==> src/rtl/api_extension_pkg.sv <==
// Shared codes for the API extension mux: command/status encodings, FSM states,
// internal register map and identification constants.
package api_extension_pkg;

   typedef enum logic [1:0] {
      CMD_IDLE    = 2'd0,
      CMD_READ    = 2'd1,
      CMD_ILLEGAL = 2'd2,
      CMD_WRITE   = 2'd3
   } command_e;

   typedef enum logic [1:0] {
      STAT_BUSY  = 2'd0,
      STAT_READY = 2'd1,
      STAT_ERROR = 2'd3
   } status_e;

   typedef enum logic [1:0] {
      S_IDLE   = 2'd0,
      S_WAIT   = 2'd1,
      S_ACCESS = 2'd2,
      S_DONE   = 2'd3
   } state_e;

   localparam logic [7:0] INT_PREFIX   = 8'h00;

   localparam logic [7:0] REG_NAME0    = 8'h00;
   localparam logic [7:0] REG_NAME1    = 8'h01;
   localparam logic [7:0] REG_VERSION  = 8'h02;
   localparam logic [7:0] REG_NUM_EXT  = 8'h03;
   localparam logic [7:0] REG_OP_A     = 8'h10;
   localparam logic [7:0] REG_OP_B     = 8'h11;
   localparam logic [7:0] REG_SUM      = 8'h12;
   localparam logic [7:0] REG_ERR_CNT  = 8'h20;
   localparam logic [7:0] REG_ERR_ADDR = 8'h21;

   localparam logic [31:0] NAME0         = 32'h6170692d;  // "api-"
   localparam logic [31:0] NAME1         = 32'h65787420;  // "ext "
   localparam logic [31:0] VERSION       = 32'h302e3230;  // "0.20"
   localparam logic [31:0] TIMEOUT_RDATA = 32'hdeaddead;

endpackage

==> src/rtl/api_extension_decoder.sv <==
// Prefix decoder: maps an address prefix to the internal bank, the lowest matching
// extension channel (one-hot), or a miss. Purely combinational.
module api_extension_decoder
   import api_extension_pkg::*;
#(
   parameter int                   NUM_EXT      = 4,
   parameter logic [NUM_EXT*8-1:0] EXT_PREFIXES = {8'hfe, 8'h12, 8'h11, 8'h10}
) (
   input  logic [7:0]         prefix,
   output logic [NUM_EXT-1:0] sel,
   output logic               int_hit,
   output logic               miss
);

   always_comb begin
      sel     = '0;
      int_hit = (prefix == INT_PREFIX);
      miss    = 1'b0;
      if (!int_hit) begin
         // Descending scan so the lowest matching index is the one that sticks;
         // a zero table entry is unused and can never match.
         for (int i = NUM_EXT - 1; i >= 0; i--) begin
            if (EXT_PREFIXES[8*i +: 8] != INT_PREFIX && EXT_PREFIXES[8*i +: 8] == prefix) begin
               sel    = '0;
               sel[i] = 1'b1;
            end
         end
         miss = (sel == '0);
      end
   end

endmodule

==> src/rtl/api_extension_mux.sv <==
// Command/status bridge decoding address[31:24] to NUM_EXT extension channels or an internal bank.
// Access takes WAIT_CYCLES+3 cycles from command sample when the target is ready; API_EXT_TIMEOUT_EN adds an ACCESS watchdog.
module api_extension_mux
   import api_extension_pkg::*;
#(
   parameter int                   NUM_EXT        = 4,
   parameter int                   EXT_ADDR_WIDTH = 24,
   parameter int                   WAIT_CYCLES    = 2,
   parameter logic [NUM_EXT*8-1:0] EXT_PREFIXES   = {8'hfe, 8'h12, 8'h11, 8'h10},
   parameter int                   TIMEOUT_CYCLES = 255
) (
   input  logic                      clk,
   input  logic                      reset,
   input  logic [1:0]                command,
   output logic [1:0]                status,
   input  logic [31:0]               address,
   input  logic [31:0]               write_data,
   output logic [31:0]               read_data,
   output logic [NUM_EXT-1:0]        ext_cs,
   output logic [NUM_EXT-1:0]        ext_we,
   output logic [EXT_ADDR_WIDTH-1:0] ext_address,
   output logic [31:0]               ext_write_data,
   input  logic [32*NUM_EXT-1:0]     ext_read_data,
   input  logic [NUM_EXT-1:0]        ext_ready
);

   if (NUM_EXT < 1 || NUM_EXT > 16 || EXT_ADDR_WIDTH < 8 || EXT_ADDR_WIDTH > 24 ||
       WAIT_CYCLES < 0 || WAIT_CYCLES > 15 || TIMEOUT_CYCLES < 1 || TIMEOUT_CYCLES > 65535) begin : g_param_check
      $error("api_extension_mux: parameter out of range");
   end

   localparam logic [3:0] WAIT_LIMIT = 4'(WAIT_CYCLES);

   state_e        state, state_nxt;
   status_e       status_reg;
   logic [1:0]    command_reg;
   logic [31:0]   address_reg;
   logic [31:0]   write_data_reg;
   logic          we_reg;
   logic          cs_reg;
   logic          illegal_reg;
   logic          ready_reg;
   logic [3:0]    wait_ctr;
   logic [31:0]   op_a, op_b, sum_reg;
   logic [31:0]   err_cnt, err_addr;

   logic [NUM_EXT-1:0] sel;
   logic               int_hit, miss;
   logic               tgt_ready;
   logic [31:0]        ext_rdata, int_rdata, sel_rdata;
   logic               start, complete, timeout;
   logic               err_evt, err_clr, int_wr;

   api_extension_decoder #(
      .NUM_EXT      (NUM_EXT),
      .EXT_PREFIXES (EXT_PREFIXES)
   ) u_decoder (
      .prefix  (address_reg[31:24]),
      .sel     (sel),
      .int_hit (int_hit),
      .miss    (miss)
   );

   assign status         = status_reg;
   assign ext_cs         = cs_reg ? sel : '0;
   assign ext_we         = (cs_reg && we_reg) ? sel : '0;
   assign ext_address    = address_reg[EXT_ADDR_WIDTH-1:0];
   assign ext_write_data = write_data_reg;

   // Internal bank and unmapped prefixes answer immediately.
   assign tgt_ready = int_hit | miss | (|(sel & ext_ready));

   always_comb begin
      ext_rdata = '0;
      for (int i = 0; i < NUM_EXT; i++) begin
         if (sel[i]) ext_rdata = ext_read_data[32*i +: 32];
      end
   end

   always_comb begin
      int_rdata = '0;
      case (address_reg[7:0])
         REG_NAME0:    int_rdata = NAME0;
         REG_NAME1:    int_rdata = NAME1;
         REG_VERSION:  int_rdata = VERSION;
         REG_NUM_EXT:  int_rdata = 32'(NUM_EXT);
         REG_OP_A:     int_rdata = op_a;
         REG_OP_B:     int_rdata = op_b;
         REG_SUM:      int_rdata = sum_reg;
         REG_ERR_CNT:  int_rdata = err_cnt;
         REG_ERR_ADDR: int_rdata = err_addr;
         default:      int_rdata = '0;
      endcase
   end

   assign sel_rdata = int_hit ? int_rdata : ext_rdata;

`ifdef API_EXT_TIMEOUT_EN
   localparam logic [15:0] TO_LIMIT = 16'(TIMEOUT_CYCLES - 1);
   logic [15:0] to_ctr;

   always_ff @(posedge clk) begin
      if (reset) begin
         to_ctr <= '0;
      end else if (state != S_ACCESS) begin
         to_ctr <= '0;
      end else begin
         to_ctr <= to_ctr + 16'd1;
      end
   end

   // Ready on the limit cycle still wins over the watchdog.
   assign timeout = (state == S_ACCESS) && !ready_reg && (to_ctr == TO_LIMIT);
`else
   assign timeout = 1'b0;
`endif

   always_comb begin
      state_nxt = state;
      unique case (state)
         S_IDLE:   if (command_reg != CMD_IDLE) state_nxt = S_WAIT;
         S_WAIT:   if (wait_ctr == WAIT_LIMIT) state_nxt = S_ACCESS;
         S_ACCESS: if (ready_reg || timeout) state_nxt = S_DONE;
         S_DONE:   if (command_reg == CMD_IDLE) state_nxt = S_IDLE;
         default:  state_nxt = S_IDLE;
      endcase
   end

   assign start    = (state == S_IDLE) && (command_reg != CMD_IDLE);
   assign complete = (state == S_ACCESS) && ready_reg;
   assign int_wr   = complete && we_reg && int_hit;
   assign err_evt  = (complete && (miss || illegal_reg)) || timeout;
   assign err_clr  = int_wr && (address_reg[7:0] == REG_ERR_CNT);

   always_ff @(posedge clk) begin
      if (reset) begin
         state <= S_IDLE;
      end else begin
         state <= state_nxt;
      end
   end

   always_ff @(posedge clk) begin
      if (reset) begin
         status_reg     <= STAT_READY;
         read_data      <= '0;
         command_reg    <= '0;
         address_reg    <= '0;
         write_data_reg <= '0;
         we_reg         <= 1'b0;
         cs_reg         <= 1'b0;
         illegal_reg    <= 1'b0;
         ready_reg      <= 1'b0;
         wait_ctr       <= '0;
         op_a           <= '0;
         op_b           <= '0;
         sum_reg        <= '0;
         err_cnt        <= '0;
         err_addr       <= '0;
      end else begin
         command_reg <= command;
         ready_reg   <= tgt_ready;
         sum_reg     <= op_a + op_b;

         if (start) begin
            address_reg    <= address;
            write_data_reg <= write_data;
            we_reg         <= (command_reg == CMD_WRITE);
            cs_reg         <= (command_reg != CMD_ILLEGAL);
            illegal_reg    <= (command_reg == CMD_ILLEGAL);
            status_reg     <= STAT_BUSY;
            wait_ctr       <= '0;
         end

         if (state == S_WAIT) wait_ctr <= wait_ctr + 4'd1;

         if (complete) begin
            read_data  <= (we_reg || illegal_reg) ? 32'd0 : sel_rdata;
            status_reg <= (miss || illegal_reg) ? STAT_ERROR : STAT_READY;
            cs_reg     <= 1'b0;
            we_reg     <= 1'b0;
         end else if (timeout) begin
            read_data  <= TIMEOUT_RDATA;
            status_reg <= STAT_ERROR;
            cs_reg     <= 1'b0;
            we_reg     <= 1'b0;
         end

         if (state == S_DONE && command_reg == CMD_IDLE) status_reg <= STAT_READY;

         if (int_wr && address_reg[7:0] == REG_OP_A) op_a <= write_data_reg;
         if (int_wr && address_reg[7:0] == REG_OP_B) op_b <= write_data_reg;

         // A clear beats a concurrent error increment.
         if (err_clr) begin
            err_cnt <= '0;
         end else if (err_evt && err_cnt != 32'hffffffff) begin
            err_cnt <= err_cnt + 32'd1;
         end
         if (err_evt) err_addr <= address_reg;
      end
   end

endmodule

==> config.mk <==
export PLATFORM = sky130hd
export DESIGN_NAME = api_extension_mux
export DESIGN_NICKNAME = d
export VERILOG_FILES = /design/src/rtl/api_extension_pkg.sv /design/src/rtl/api_extension_decoder.sv /design/src/rtl/api_extension_mux.sv
export SDC_FILE = /design/constraint.sdc
export NUM_CORES = 1
export LEC_CHECK = 0
export BUFFER_PORTS_ARGS = -buffer_cell sky130_fd_sc_hd__buf_2
export CORE_ASPECT_RATIO = 1.2
export CORE_MARGIN = 3
export CORE_UTILIZATION = 45
export CTS_CLUSTER_SIZE = 20
export DETAILED_ROUTE_END_ITERATION = 10
export PLACE_DENSITY = 0.68
export SETUP_SLACK_MARGIN = 0.05
export SLEW_MARGIN = 15
export SYNTH_ARGS = -nofsm -noshare
export SYNTH_HDL_FRONTEND = slang
export SYNTH_SLANG_ARGS = --single-unit
export TNS_END_PERCENT = 20
==> constraint.sdc <==
create_clock -name clk -period 7.7 [get_ports clk]
set_input_delay 1.155 -clock clk [delete_from_list [all_inputs] [get_ports clk]]
set_output_delay 1.155 -clock clk [all_outputs]
set_load 0.05 [all_outputs]
==> Word level (Yosys, flattened, before mapping) <==
Index checks and enable logic that the tools add are counted.
{ "op_classes": {"n_addsub": 3, "n_mux": 26, "n_bitwise": 3, "n_eq_ne": 24, "reduce_logical": 26} }
{ "op_table": {"columns": ["op", "n"], "rows": [
  ["case mux 32 bit (9 select lines)", 1],
  ["two-way mux 32 bit", 6],
  ["two-way mux 4 bit", 10],
  ["adder 32 x 1 -> 32 bit (second input constant)", 1],
  ["adder 32 bit", 1],
  ["!= test 32 bit (second input constant)", 1],
  ["equality test 5 x 8 -> 1 bit (first input constant)", 3],
  ["equality test 8 x 5 -> 1 bit (second input constant)", 3],
  ["equality test 8 x 2 -> 1 bit (second input constant)", 2],
  ["equality test 8 x 6 -> 1 bit (second input constant)", 2],
  ["zero test 8 bit", 2],
  ["two-way mux 2 bit", 7],
  ["logical AND 1 bit", 11],
  ["!= test 2 bit (second input constant)", 5],
  ["equality test 2 bit (second input constant)", 4],
  ["equality test 8 x 1 -> 1 bit (second input constant)", 1],
  ["equality test 8 bit (first input constant)", 1],
  ["case mux 2 bit (4 select lines)", 1],
  ["nonzero test 2 bit", 3],
  ["OR reduction 2 bit", 3],
  ["adder 4 x 1 -> 4 bit (second input constant)", 1],
  ["AND 4 bit", 1],
  ["equality test 4 x 2 -> 1 bit (second input constant)", 1],
  ["zero test 2 bit", 2],
  ["other kinds (7)", 9]
]} }
{ "totals": {"out_inout_bits": 98, "input_bits": 200, "register_bits": 270} }

==> Longest topological paths before layout <==
Gate-level depths: netlist of the first run.
{ "logic_depth": {"ltp_word": 13, "depth_mapped": 10, "ltp_nobuf": 8} }

==> Cells and area by module <==
A second synthesis of the first run with hierarchy kept.
{ "hier_totals": {"cells_unflattened": 1768, "hier_area_um2": 13530.5} }
{ "by_module_without_submodules": {"columns": ["module", "seq_area_each_um2", "cells_each", "area_each_um2", "n_inst"], "rows": [
  ["api_extension_mux", 5405.2, 1752, 13420.4, 1],
  ["api_extension_decoder", 0.0, 16, 110.1, 1]
]} }

==> Least setup slack after synthesis of the first run <==
OpenSTA, ideal clock, no wires.
{ "synth_timing": {"kind": "reg-to-output", "start": "register address_reg[31]", "end": "output ext_we[1]", "arrival_time_ps": 2427, "required_ps": 6545, "stages_incl_launch_ff": 7, "n_path_buf": 2, "setup_slack_ps": 4118, "path_cell_list": "dfxtp_1 -> or4_4 -> nor3_4 -> and3_1 -> buf_2 -> clkbuf_1 -> nor2b_1"} }
{ "synth_between": {"elab_chain_cells": 7, "elab_cells_between_ends": 10, "classes_between": "3 x eq/ne; 6 x mux; 1 x reduce/logical"} }
{ "synth_rtl": {"columns": ["item", "line_no", "source"], "rows": [
  ["start: declaration", "api_extension_mux.sv:37", "logic [31:0] address_reg;"],
  ["start signal: assignment", "api_extension_mux.sv:166", "address_reg <= address;"],
  ["equality test 5 x 8 -> 1 bit", "api_extension_decoder.sv:23", "if (EXT_PREFIXES[8*i +: 8] != INT_PREFIX && EXT_PREFIXES[8*i +: 8] == prefix) begin"],
  ["two-way mux 4 bit (3 in series)", "api_extension_decoder.sv:23", null],
  ["two-way mux 4 bit", "api_extension_decoder.sv:19", "if (!int_hit) begin"],
  ["two-way mux 4 bit (*)", "api_extension_decoder.sv:19", null],
  ["two-way mux 4 bit (*)", "api_extension_mux.sv:66", "assign ext_we = (cs_reg && we_reg) ? sel : '0;"],
  ["end: declaration", "api_extension_mux.sv:20", "output logic [NUM_EXT-1:0] ext_we,"]
]} }
Every way passes the cells marked *; elsewhere a longest branch is shown, timed or not. The select of a mux whose other input is x is not followed.

==> Worst setup path after layout of the first run <==
{ "layout_timing": {"start": "register address_reg[28]", "end": "output ext_we[3]"} }
{ "layout_between": {"elab_chain_cells": 8, "elab_cells_between_ends": 12, "classes_between": "4 x eq/ne; 7 x mux; 1 x reduce/logical"} }
{ "layout_rtl": {"columns": ["item", "line_no"], "rows": [
  ["equality test 8 bit", "api_extension_decoder.sv:23"],
  ["two-way mux 4 bit (4 in series)", "api_extension_decoder.sv:23"],
  ["two-way mux 4 bit", "api_extension_decoder.sv:19"],
  ["two-way mux 4 bit (*)", "api_extension_decoder.sv:19"],
  ["two-way mux 4 bit (*)", "api_extension_mux.sv:66"]
]} }
Marks and branches as above.

==> impl_metrics.toml, run 1 <==
[clock_tree]
cts_buffers = 27
ctsResizeCount = 0
clockRootBuffer = "clkbuf_16"
hold_buffers = 0
cts_tree = "yes"
htreeDepth = 1
clock_path_buffers = 3
clock_latency_ps = 560
clock-sinks = 270
post-cts-setup-buffers = 0
clkSlewWorstSetupHoldPaths_ps = 60

[yosys]
synth_nets = 2049
ys_ff_latch = 270
synth_area_um2 = 14080
synth_top_area_frac = 0.3839
synth_cells = 1810
synth_edf_count = 0
async_reset_ff_frac = 0
yosysUniqueCellTypes = 78
yosysTopAreaCell = "dfxtp_1"
syn_area_per_cell_um2 = 7.780
yosysSeqAreaShare = 0.3839
synth_flop_cell = "dfxtp_1"
ys.warnings.count = 0
yosys-top-cells-area = "dfxtp_1, nand2_1, a21oi_1"

[final_layout]
drive_above_1_share = 0.1960
fin_area_um2 = 16450
final_cells = 2422
final_nets = 2246
syn2layout_area_growth_pct = 16.82
n_antenna_cell = 0
num-fill-cells = 2995

[drt]
drtIter0Drc = 1387
ant_nets = 0
postRouteWirelength_mm = 51.00
via_count = 14510
drc = 0
vias_per_cell = 5.989
drt_pre_antenna_iters = 5
wl_per_cell_um = 21.06

[timing]
fin_ws_ps = 3059
slew_headroom = 0.1691
max_freq_ghz = 0.2155
fin_crit_sh = 0.6027
skew_ps = 14.18
final-hold-violation-count = 0
rsz0062_at_grt = "no"
setup_tns_ps = 0
tightestPinTransition_ps = 1238
slew_viol_final = 0
fin_crit_ps = 4641
setup_viol = 0

[worst_hold_path]
min_path_type = "reg -> reg"
min_from = "read_data[19]"

[floorplanning]
start_util = 0.4593
die_area_um2 = 33460
dieHeight_um = 199.8
io_pins = 298
coreArea_um2 = 30650
std_cell_rows = 70
dieWidth_um = 167.5

[power_and_ir_drop]
vdd.ir_drop.worst_v = 0.0001636
p_leak_uw = 0.006272
power_density_nw_per_um2 = 251.8
finalPower_uw = 4142

[grt]
grt_usage = 0.2896
grt_max_degree = 83
antenna_found_initial = 0
grt_pass1_vias = 13500
grt_pass1_wl_mm = 77.96
grt_overflow = 0

[flow_run]
maxCapViolCount = 0

[placement]
dpl_worst_slack_ps = 3722
hpwl_mm = 38.26
gp_congestion = 1.035
io_buffers = 297
dp_cells = 2373
dpl-instance-area_um2 = 15560

[critical_path]
reg2reg_from = "address_reg[28]"
crit_start = "address_reg[28]"
endpoint_kind = "output port"
path_class = "reg -> out"
crit_arrival_ps = 3490
cp_data_required_time_ps = 6550
critPathMaxFanout = 35
startpoint_type = "flop"

[outcome]
status = "completed"
-- synthesized netlist by cell type, types with 5 or more instances --
cell type  instances
buf_1             11
ha_1              38
o22ai_1           25
nand3_1           30
nor4b_1            8
or4_1             23
a31oi_1           12
a22oi_1           24
nand2b_1           5
mux2_2             5
o31ai_1           31
nand2_1          404
o21ai_1            7
o211ai_1           5
and4_1             5
and3_1            10
o21a_1             6
a221oi_1          33
a21oi_1          269
o21ai_0           95
nor3b_1            6
nor2b_1           16
a211oi_1           8
nor3_1            21
a221o_1           10
buf_4             26
inv_1             20
nor2_1            74
nand4_1           14
and2_1             7
or3_1             11
o221ai_1          19
xnor2_1           10
clkbuf_1          78
buf_2             32
dfxtp_1          270
a22o_1            11
a21o_1            15
mux2i_1           47
-- worst max-delay path: stages, from the launching register on --
cell      delay (ps)
dfxtp_1          460
clkinv_1         760
nor2_1           500
nand2_1          660
nor2_1           250
buf_2            300
-- final cells by class --
cell class / instances / area [µm²] / area share
multi-input cells: 1368 / 7934 / 0.4823
flip-flops and latches: 270 / 5406 / 0.3287
inverters: 21 / 78.83 / 0.004792
repair buffers: 319 / 1665 / 0.1012
clock inverters: 12 / 120.1 / 0.007302
clock buffers: 36 / 749.5 / 0.04556
well taps: 396 / 495.5 / 0.03012
-- metrics by stage --
step / utilization / hold WS [ps]
3_5_place_dp: 0.5078 / 442.9
2_1_floorplan: - / 434.2
4_1_cts: 0.5361 / 456.1
5_1_grt: 0.5366 / 478.9
3_3_place_gp: 0.5078 / 429.2
6_report: 0.5366 / 454.5
-- where the power goes --
group          total [µW]  switching [µW]  internal, µW
Clock                1320             572           750
Combinational        1230             863           369
Sequential           1590             105          1480
Total                4140            1540          2600
-- layer usage --
layer  track usage  wire (µm)  share of wire  up-vias
met5             0          0              0        -
met4        0.1064       2012          0.039        0
met1        0.3781      21010           0.41     6824
li1              -          -              -     6918
met3       0.03762       3843          0.075      100
met2        0.4955      24140           0.47      664
-- cells by family after synthesis --
| group | Yosys count | share of synthesized area |
|---|---|---|
| compound gates | 604 | 0.2636 |
| xor+xnor | 14 | 0.008707 |
| fa+ha+maj | 39 | 0.03519 |
| buf+inv | 172 | 0.05776 |
| flops | 270 | 0.3839 |
| mux | 52 | 0.03741 |
| simple gates | 659 | 0.2134 |
-- cell usage in the layout, fill, tap and decap left out, types with 14 or more instances in the layout --
master	Yosys	routed
o221ai_1	19	19
buf_2	32	296
buf_4	26	21
dfxtp_1	270	269
o22ai_1	25	25
mux2i_1	47	47
a21oi_1	269	268
nand4_1	14	14
a22oi_1	24	24
a21o_1	15	15
nor3_1	21	20
nand2_1	404	404
ha_1	38	38
a221oi_1	33	33
nor2b_1	16	15
nor2_1	74	73
clkbuf_16	0	27
or4_1	23	23
inv_1	20	20
o31ai_1	31	31
o21ai_0	95	94
nand3_1	30	30
-- worst paths after layout --
| check | to | slack, ps | cells after the start |
|---|---|---|---|
| setup / recovery | ext_we[3] | 3060 | 5 |
| setup reg to reg | err_cnt[11] | 3950 | 6 |
| hold / removal | read_data[19] | 450 | 2 |
| hold reg to reg | read_data[19] | 450 | 2 |
Power figures use the tool's default switching activity.
==> inputs of run 2 (changes only) <==
==> constraint.sdc (replaced) <==
create_clock -name clk -period 4.5 [get_ports clk]
set_input_delay 0.675 -clock clk [delete_from_list [all_inputs] [get_ports clk]]
set_output_delay 0.675 -clock clk [all_outputs]
set_load 0.05 [all_outputs]
==> impl_metrics.toml, run 2 (same netlist as run 1, synthesis figures left out) <==
[timing]
whs_ps = 332.0
rsz0062_at_grt = "no"
final-hold-violation-count = 0
setup_tns_ps = 0
skew_ps = 18.90
max_freq_ghz = 0.2848
fin_crit_ps = 3512
slew_viol_final = 0
setup_viol = 0
fin_ws_ps = 988.3
tightestPinTransition_ps = 1157
slew_headroom = 0.2261
fin_crit_sh = 0.7804

[critical_path]
crit_start = "address_reg[31]"
crit_arrival_ps = 2840
cp_slowest_stage_delay_ps = 590
endpoint_kind = "output port"
critPathMaxFanout = 36
crit_cells = 6
slowest_stage = "or4_4"
path_class = "reg -> out"
reg2reg_from = "op_a[0]"
r2r_cells = 8
critPathBufInv = 2
cp_top_family = "simple AND/OR/NAND/NOR gates"
cp_data_required_time_ps = 3830
timing.rr.end = "sum_reg[22]"
crit_chain = "or4_4, nor3_4, buf_4, and3_1, and2_1, buf_2"
startpoint_type = "flop"
r2r_slack_ps = 1480
crit_path_end = "ext_cs[1]"

[power_and_ir_drop]
power_density_nw_per_um2 = 439.8
p_leak_uw = 0.006342
vdd.ir_drop.worst_v = 0.0003702

[floorplanning]
dieHeight_um = 199.8
coreArea_um2 = 30650
std_cell_rows = 70
die_area_um2 = 33460
io_pins = 298
start_util = 0.4593
dieWidth_um = 167.5

[drt]
vias_per_cell = 5.953
drt_pre_antenna_iters = 8
drtIter0Drc = 1272
postRouteWirelength_mm = 49.49
drc = 0
via_count = 14480
ant_nets = 0
wl_per_cell_um = 20.35

[clock_tree]
clkSlewWorstSetupHoldPaths_ps = 60
clock-sinks = 270
clockRootBuffer = "clkbuf_16"
cts_tree = "yes"
htreeDepth = 1
ctsResizeCount = 0
clock_path_buffers = 3
post-cts-setup-buffers = 0
hold_buffers = 0
cts_buffers = 29
clock_latency_ps = 560

[grt]
grt_pass1_wl_mm = 75.57
grt_max_degree = 110
grt_usage = 0.2782
antenna_found_initial = 0
grt_pass1_vias = 13420
grt_overflow = 0

[worst_hold_path]
min_path_type = "in -> reg"
min_path_cells = 2

[final_layout]
layout_common_cells = "nand2_1, buf_2, dfxtp_1"
layout_commonest_cell = "nand2_1"
syn2layout_area_growth_pct = 17.78
fin_area_um2 = 16580
n_antenna_cell = 0
final_nets = 2253
drive_above_1_share = 0.1999

[placement]
gp_congestion = 0.9560
dpl-instance-area_um2 = 15590
hpwl_mm = 37.25
io_buffers = 297
dpl_worst_slack_ps = 1442

[flow_run]
maxCapViolCount = 0

[outcome]
status = "completed"
## run 2: cell types whose count changed in the layout (fill, tap and decap cells not counted), moves of 2 or more
cell,before,now
nor2_2,3,5
bufinv_16,2,4
clkinvlp_4,1,3
nor2_4,2,0
buf_4,21,27
clkbuf_16,27,29
## run 2: power breakdown
group | total [µW] | switching [µW] | internal (µW)
logic | 2110 | 1480 | 627
clock network | 2470 | 991 | 1480
registers | 2710 | 175 | 2540
## run 2: how the worst min path moves through the flow
stage | from | end | slack [ps]
floorplan | err_addr[17] | err_addr[17] | 430
global placement | read_data[6] | read_data[6] | 430
detailed placement | read_data[20] | read_data[20] | 440
CTS | command[0] | command_reg[0] | 320
global route | command[0] | command_reg[0] | 330
finish | command[0] | command_reg[0] | 330
## run 2: per-stage QoR
| step | total power, µW | utilization | std cells |
|---|---|---|---|
| final | 7294 | 0.5410 | 2432 |
| after detailed placement | 4855 | 0.5086 | 2379 |
| after CTS | 7331 | 0.5409 | 2432 |
| after global routing | 7620 | 0.5410 | 2432 |
| after floorplan | 4198 | - | 1810 |
| after global placement | 4828 | 0.5086 | 2379 |
## run 2: metal layers
layer,wire length (µm),vias to the layer above,GRT usage
met5,0,-,0
met4,2268,0,0.1185
met3,3952,110,0.04373
met2,23030,638,0.4674
met1,20230,6776,0.3589
li1,-,6953,-
## run 2: layout make-up
cell class | instances | area (µm²)
Timing Repair Buffer | 324 | 1695
Inverter | 21 | 78.83
Fill cell | 3004 | 14070
Tap cell | 396 | 495.5
Multi-Input combinational cell | 1368 | 7919
Clock inverter | 15 | 190.2
Sequential cell | 270 | 5406
Clock buffer | 38 | 799.5
